<file path="config.mk">
export PLATFORM = sky130hd
export DESIGN_NAME = mac_result_serializer
export DESIGN_NICKNAME = d
export VERILOG_FILES = /design/src/rtl/mac_pkg.sv /design/src/rtl/mac_shift_reg.sv /design/src/rtl/mac_result_serializer.sv
export SDC_FILE = /design/constraint.sdc
export NUM_CORES = 1
export LEC_CHECK = 0
export BUFFER_PORTS_ARGS = -buffer_cell sky130_fd_sc_hd__buf_2
export CAP_MARGIN = 20
export CORE_MARGIN = 10
export CORE_UTILIZATION = 55
export CTS_CLUSTER_SIZE = 12
export DETAILED_ROUTE_END_ITERATION = 6
export PLACE_DENSITY = 0.82
export SLEW_MARGIN = 25
export SYNTH_ARGS = -nofsm -noshare
export SYNTH_HDL_FRONTEND = slang
export SYNTH_SLANG_ARGS = --single-unit
</file>
<file path="constraint.sdc">
create_clock -name clk_i -period 2.64 [get_ports clk_i]
set_input_delay 0.792 -clock clk_i [delete_from_list [all_inputs] [get_ports clk_i]]
set_output_delay 0.792 -clock clk_i [all_outputs]
set_load 0.005 [all_outputs]
</file>
<file path="src/rtl/mac_pkg.sv">
// mac_pkg: shared types and defaults for the MAC result datapath.
// Revision: 1.0
`default_nettype none

package mac_pkg;

  localparam int MAC_RESULT_WIDTH = 16;

  typedef enum logic [1:0] {
    IDLE   = 2'd0,
    SHIFT  = 2'd1,
    PARITY = 2'd2
  } ser_state_t;

endpackage

`default_nettype wire

</file>
<file path="src/rtl/mac_shift_reg.sv">
// mac_shift_reg: WIDTH-bit load/shift register; LSB_FIRST picks the shift direction.
// Revision: 1.0
`default_nettype none

module mac_shift_reg
  import mac_pkg::*;
#(
  parameter int WIDTH     = MAC_RESULT_WIDTH,
  parameter int LSB_FIRST = 1
) (
  input  logic             clk,
  input  logic             rst,
  input  logic             load,
  input  logic             shift,
  input  logic [WIDTH-1:0] load_data,
  output logic             out_bit
);

  logic [WIDTH-1:0] sreg;
  logic [WIDTH-1:0] shifted;

  generate
    if (LSB_FIRST != 0) begin : g_lsb
      assign shifted = {1'b0, sreg[WIDTH-1:1]};
      assign out_bit = sreg[0];
    end else begin : g_msb
      assign shifted = {sreg[WIDTH-2:0], 1'b0};
      assign out_bit = sreg[WIDTH-1];
    end
  endgenerate

  always_ff @(posedge clk or posedge rst) begin
    if (rst) begin
      sreg <= '0;
    end else if (load) begin
      sreg <= load_data;
    end else if (shift) begin
      sreg <= shifted;
    end
  end

endmodule

`default_nettype wire

</file>
<file path="src/rtl/mac_result_serializer.sv">
// mac_result_serializer: valid/ready word load, valid/ready serial bit stream with last-beat flag.
// Optional even-parity trailer beat under MAC_SERIALIZER_PARITY_EN. Revision: 1.0
`default_nettype none

module mac_result_serializer
  import mac_pkg::*;
#(
  parameter int WIDTH     = MAC_RESULT_WIDTH,
  parameter int LSB_FIRST = 1
) (
  input  logic             clk_i,
  input  logic             reset_i,
  input  logic             load_valid_i,
  output logic             load_ready_o,
  input  logic [WIDTH-1:0] data_i,
  output logic             serial_valid_o,
  input  logic             serial_ready_i,
  output logic             serial_o,
  output logic             serial_last_o,
  output logic             busy_o
);

  localparam int             CW       = $clog2(WIDTH + 1);
  localparam logic [CW-1:0]  LAST_CNT = CW'(WIDTH - 1);

  ser_state_t    state;
  ser_state_t    state_next;
  logic [CW-1:0] count;
  logic          load;
  logic          shift;
  logic          sr_bit;
  logic          final_data_beat;

  assign load            = (state == IDLE) && load_valid_i;
  assign shift           = (state == SHIFT) && serial_ready_i;
  assign final_data_beat = (state == SHIFT) && (count == LAST_CNT);

  mac_shift_reg #(
    .WIDTH     (WIDTH),
    .LSB_FIRST (LSB_FIRST)
  ) u_shift_reg (
    .clk       (clk_i),
    .rst       (reset_i),
    .load      (load),
    .shift     (shift),
    .load_data (data_i),
    .out_bit   (sr_bit)
  );

  always_ff @(posedge clk_i or posedge reset_i) begin
    if (reset_i) begin
      state <= IDLE;
      count <= '0;
    end else begin
      state <= state_next;
      if (load) begin
        count <= '0;
      end else if (shift) begin
        count <= count + CW'(1);
      end
    end
  end

`ifdef MAC_SERIALIZER_PARITY_EN
  logic parity_q;

  // Parity is taken from the loaded word, not from the draining shift register.
  always_ff @(posedge clk_i or posedge reset_i) begin
    if (reset_i) begin
      parity_q <= 1'b0;
    end else if (load) begin
      parity_q <= ^data_i;
    end
  end
`endif

  always_comb begin
    state_next = state;
    case (state)
      IDLE: begin
        if (load_valid_i) state_next = SHIFT;
      end
      SHIFT: begin
        if (serial_ready_i && (count == LAST_CNT)) begin
`ifdef MAC_SERIALIZER_PARITY_EN
          state_next = PARITY;
`else
          state_next = IDLE;
`endif
        end
      end
`ifdef MAC_SERIALIZER_PARITY_EN
      PARITY: begin
        if (serial_ready_i) state_next = IDLE;
      end
`endif
      default: state_next = IDLE;
    endcase
  end

  always_comb begin
    serial_o      = 1'b0;
    serial_last_o = 1'b0;
    case (state)
      SHIFT: begin
        serial_o = sr_bit;
`ifndef MAC_SERIALIZER_PARITY_EN
        serial_last_o = final_data_beat;
`endif
      end
`ifdef MAC_SERIALIZER_PARITY_EN
      PARITY: begin
        serial_o      = parity_q;
        serial_last_o = 1'b1;
      end
`endif
      default: ;
    endcase
  end

  assign load_ready_o   = (state == IDLE);
  assign serial_valid_o = (state != IDLE);
  assign busy_o         = (state != IDLE);

`ifdef MAC_SERIALIZER_PARITY_EN
  logic unused_final;
  assign unused_final = final_data_beat;
`endif

endmodule

`default_nettype wire

</file>
==> results.yml, run 1 <==
place:
  pre_cts_slack_ns: 0.611
  dp.cells: 144
  place_congestion: 0.687
  place_area_mm2: 0.00112
  hpwl_mm: 1.51
  port_buffers: 24
timing:
  fin_crit_ns: 2.39
  setup_slack_ns: 0.247
  slew_viol_final: 0
  slew_headroom_pct: 45.8
  worstMarginPinSlew_ns: 0.812
  clock_skew_ns: 0.0105
  rsz0062_at_grt: "false"
  min_period_over_period_pct: 90.6
  fmax_mhz: 418
  tns_ns: 0
  setup_viol: 0
  hold_violations: 0
  hold_slack_ns: 0.493
clocking:
  ctsLongestPathBuffers: 2
  hold_buffers: 0
  cts-resized-gates: 0
  insertion_delay_ns: 0.32
  postCtsSetupRepairBufs: 0
  cts_made_buffers: 3
  path_clk_slew_ns: 0.11
  cts-root-buf: "clkbuf_4"
  cts_tree: "built"
  cts.sinks: 22
  htreeDepth: 1
run:
  maxCapViolations: 0
critical_path:
  r2r-start: "state[0]"
  end_kind: "output port"
  cp-startpoint: "count[0]"
  crit_buf_inv: 1
  cpMostUsedCell: "ha_1"
  crit_required_ns: 1.85
  critPathTopFamily: "flip-flops"
  ff2ff_setup_slack_ns: 1.20
  rr_endpoint: "count[2]"
  cp_slowest_cell: "dfrtp_1"
  path_max_fanout: 4
  rr_worst_depth: 3
  critPathCapture: "serial_last_o"
  path_depth: 5
  arrival_ns: 1.60
  crit_type: "flop to output port"
  critPathLaunchType: "flop"
  path_cells: "ha_1 > and3_1 > ha_1 > and2_1 > buf_2"
  crit_path_max_incr_delay_ns: 0.43
cells_and_area:
  instances_no_fill: 148
  fin_util_pct: 66.7
  diodes: 0
  layout_common_cells: "33 x nand2_1, 24 x buf_2, 22 x dfrtp_1"
  layout.nets: 146
  area_growth_pct: 13.1
  drive_above_1_share_pct: 25.2
  fin_area_mm2: 0.00118
  final_common_cell: "nand2_1"
  fill_cells: 163
power:
  power_leakage_nw: 0.645
  power.density_mw_per_mm2: 782
  ir_drop_mv: 0.477
  power_mw: 0.920
global_routing:
  grtUsageTotal_pct: 9.93
  grt_pass1_vias: 777
  grt_pass1_wl_mm: 3.29
  grt.overflow.total: 0
  grt_max_degree: 23
  antenna_found_initial: 0
synth:
  syn_avg_cell_area_um2: 10.3
  ys_seq_area_share_pct: 52.9
  synthesis.area_mm2: 0.00104
  synthesis.nets: 123
  ys.warnings.count: 0
  ys_types: 20
  synth_seq_cells: 22
  syn_inst: 101
run_status:
  status: "complete, no violations"
floorplanning:
  rows: 15
  die_area_mm2: 0.00403
  die_w_um: 63.5
  floorplan.initialDensity_pct: 58.9
  die_h_um: 63.5
  io_pins: 25
  core-area_mm2: 0.00176
drt:
  wire_per_inst_um: 14.1
  wirelength_mm: 2.09
  first_iter_violations: 21
  vias: 784
  vias_per_cell: 5.30
  drtPass1Iterations: 4
  drc: 0
  ant_nets: 0
worst_hold_path:
  hold_path.class: "flop to flop"
## routing by layer
metal	share of wire, %	up-vias	GRT usage [%]
met5	0	-	0
met4	1.8	0	4.92
met3	9.2	5	5.12
met2	49	21	16.5
met1	40	376	10.0
li1	-	382	-
## final cells by class
| cell class | instances | area, um^2 | share of cell area (%) |
|---|---|---|---|
| clock buffers | 3 | 22.5 | 1.91 |
| well taps | 25 | 31.3 | 2.66 |
| inverters | 4 | 15.0 | 1.28 |
| multi-input cells | 68 | 399 | 33.9 |
| clock inverters | 1 | 30.0 | 2.55 |
| flip-flops and latches | 22 | 551 | 46.8 |
| repair buffers | 25 | 128 | 10.9 |
## cell usage after synthesis, drive strengths merged
master / n / area share (%)
a21oi: 2 / 0.96
a22o: 2 / 1.7
a22oi: 14 / 10
and2: 3 / 2.0
and3: 1 / 0.60
buf: 7 / 7.2
dfrtp: 22 / 53
ha: 2 / 2.4
inv: 4 / 1.4
mux2i: 4 / 5.1
nand2: 33 / 12
nand2b: 1 / 0.60
nand4: 1 / 0.60
nor2: 1 / 0.36
nor2b: 1 / 0.60
o21ai: 3 / 1.4
## sequential cells by signal, indices dropped and copies added (netlist names)
| name | cells |
|---|---|
| count | 5 |
| state | 1 |
| u_shift_reg.sreg | 16 |
## worst min path at each step
stage	start	endpoint	slack (ns)	cells past startpoint
6_report	count[3]	count[3]	0.49	1
5_1_grt	u_shift_reg.sreg[1]	u_shift_reg.sreg[1]	0.51	2
4_1_cts	count[3]	count[3]	0.49	1
3_5_place_dp	u_shift_reg.sreg[1]	u_shift_reg.sreg[1]	0.47	2
3_3_place_gp	u_shift_reg.sreg[0]	u_shift_reg.sreg[0]	0.45	2
2_1_floorplan	u_shift_reg.sreg[0]	u_shift_reg.sreg[0]	0.44	2
## where the power goes
group,switching (mW),total [mW],internal (mW)
Clock,0.105,0.259,0.154
Sequential,0.0580,0.484,0.426
Combinational,0.0918,0.177,0.0851
Total,0.255,0.920,0.665
## cell families (layout without fill, tap and decap cells)
logic type | count (synthesis) | after routing | synth area share (%)
buffers and inverters | 11 | 33 | 8.66
muxes | 4 | 4 | 5.05
AOI/OAI and AO/OA | 21 | 21 | 14.2
and+or+nand+nor | 41 | 41 | 16.7
DFF | 22 | 22 | 52.9
adders and majority gates | 2 | 2 | 2.41
(Power assumes the default switching activity.)
==> run 2: changes to the inputs <==
--- a/config.mk
+++ b/config.mk
@@ -11,7 +11,7 @@
 export CORE_UTILIZATION = 55
 export CTS_CLUSTER_SIZE = 12
 export DETAILED_ROUTE_END_ITERATION = 6
-export PLACE_DENSITY = 0.82
+export PLACE_DENSITY = 0.91
 export SLEW_MARGIN = 25
 export SYNTH_ARGS = -nofsm -noshare
 export SYNTH_HDL_FRONTEND = slang
==> run 2 against run 1 <==
Net effect:
- clock skew is 0.0016 ns higher
- routed wire length is 2.5% higher
- non-clock buffer count stayed put
- critical path type unchanged
- core utilization stayed put
- via count is 0.77% lower
- register-to-register slack worse by 0.02 ns
- largest power group unchanged
- total power hardly changed
- final cell count stayed put
- setup slack better by 0.0086 ns
- final area stayed put
- combinational power hardly changed
- die area stayed put
==> results.yml, run 2 (same netlist as run 1, synthesis figures left out) <==
drt:
  routed.top_layer: "met4"
  vias_per_cell: 5.26
  first_iter_violations: 28
  vias: 778
  wire_per_inst_um: 14.5
  wl_met3_um: 116
  wirelength_mm: 2.14
  ant_nets: 0
  wl_met1_um: 868
  wl_met2_mm: 1.12
  drtPass1Iterations: 4
  drc: 0
cells_and_area:
  largest_reg_flops: 16
  diodes: 0
  layout.nets: 146
  final_common_cell: "nand2_1"
  fin_util_pct: 66.7
  fin_area_mm2: 0.00118
  layout_common_cells: "33 x nand2_1, 24 x buf_2, 22 x dfrtp_1"
  drive_above_1_share_pct: 25.2
  instances_no_fill: 148
  largest_registers: "u_shift_reg.sreg (16), count (5), state (1)"
  area_growth_pct: 13.1
  fill_cells: 161
  top_register: "u_shift_reg.sreg"
global_routing:
  grt_pass1_wl_mm: 3.73
  grt.overflow.total: 0
  grt_pass1_vias: 823
  grtUsageTotal_pct: 11.2
  antenna_found_initial: 0
  grt_max_degree: 23
clocking:
  cts_made_buffers: 3
  cts-root-buf: "clkbuf_4"
  cts.sinks: 22
  ctsLongestPathBuffers: 2
  cts-resized-gates: 0
  postCtsSetupRepairBufs: 0
  hold_buffers: 0
  path_clk_slew_ns: 0.12
  cts_tree: "built"
  htreeDepth: 1
  insertion_delay_ns: 0.32
timing:
  setup_slack_ns: 0.256
  slew_viol_final: 0
  setup_viol: 0
  clock_skew_ns: 0.0121
  tns_ns: 0
  fin_crit_ns: 2.38
  rsz0062_at_grt: "false"
  slew_headroom_pct: 46.4
  min_period_over_period_pct: 90.3
  hold_violations: 0
  hold_slack_ns: 0.491
  worstMarginPinSlew_ns: 0.803
  fmax_mhz: 419
floorplanning:
  die_w_um: 63.5
  core-area_mm2: 0.00176
  die_h_um: 63.5
  io_pins: 25
  die_area_mm2: 0.00403
  rows: 15
  floorplan.initialDensity_pct: 58.9
critical_path:
  arrival_ns: 1.59
  crit_type: "flop to output port"
  path_max_fanout: 4
  critPathLaunchType: "flop"
  crit_required_ns: 1.85
  end_kind: "output port"
run:
  maxCapViolations: 0
place:
  hpwl_mm: 1.60
  place_congestion: 0.727
  port_buffers: 24
  place_area_mm2: 0.00112
  pre_cts_slack_ns: 0.604
  dp.cells: 144
power:
  power_mw: 0.919
  power.density_mw_per_mm2: 782
  ir_drop_mv: 0.571
  power_leakage_nw: 0.645
worst_hold_path:
  hold_path.class: "flop to flop"
run_status:
  status: "complete, no violations"
==> run 2: cell counts in the layout (fill, tap and decap cells not counted) <==
Identical to the previous run, type by type.
==> run 2: layer usage <==
| layer | track usage [%] | vias to the layer above |
|---|---|---|
| met2 | 20.6 | 20 |
| met4 | 4.92 | 0 |
| met3 | 3.53 | 5 |
| li1 | - | 383 |
| met5 | 0 | - |
| met1 | 11.2 | 370 |
==> run 2: worst max-delay path, stage by stage (launching register included) <==
cell and delay [ns]:
dfrtp_1 0.43, ha_1 0.23, and3_1 0.19, ha_1 0.17, and2_1 0.14, buf_2 0.12
==> run 2: power breakdown <==
part           total [mW]  internal [mW]  switching [mW]
clock               0.264          0.154           0.110
combinational       0.174         0.0842          0.0896
sequential          0.482          0.426          0.0564
==> run 2: layout make-up <==
| class | count | area [um^2] | area share (%) |
|---|---|---|---|
| sequential | 22 | 551 | 46.8 |
| multi-input combinational | 68 | 399 | 33.9 |
| inverter | 4 | 15.0 | 1.28 |
| clock inverter | 1 | 30.0 | 2.55 |
| clock buffer | 3 | 22.5 | 1.91 |
| tap | 25 | 31.3 | 2.66 |
| timing repair buffer | 25 | 128 | 10.9 |
==> run 2: worst paths after layout <==
| path | slack, ns | from | cells past startpoint | endpoint |
|---|---|---|---|---|
| worst min register to register | 0.49 | u_shift_reg.sreg[0] | 2 | u_shift_reg.sreg[0] |
| worst max-delay path | 0.26 | count[0] | 5 | serial_last_o |
| min in group asynchronous | 0.59 | reset_i | 2 | u_shift_reg.sreg[1] |
| max in group asynchronous | 1.54 | reset_i | 2 | u_shift_reg.sreg[13] |
| worst max register to register | 1.18 | state[0] | 3 | count[2] |
| worst min-delay path | 0.49 | u_shift_reg.sreg[0] | 2 | u_shift_reg.sreg[0] |
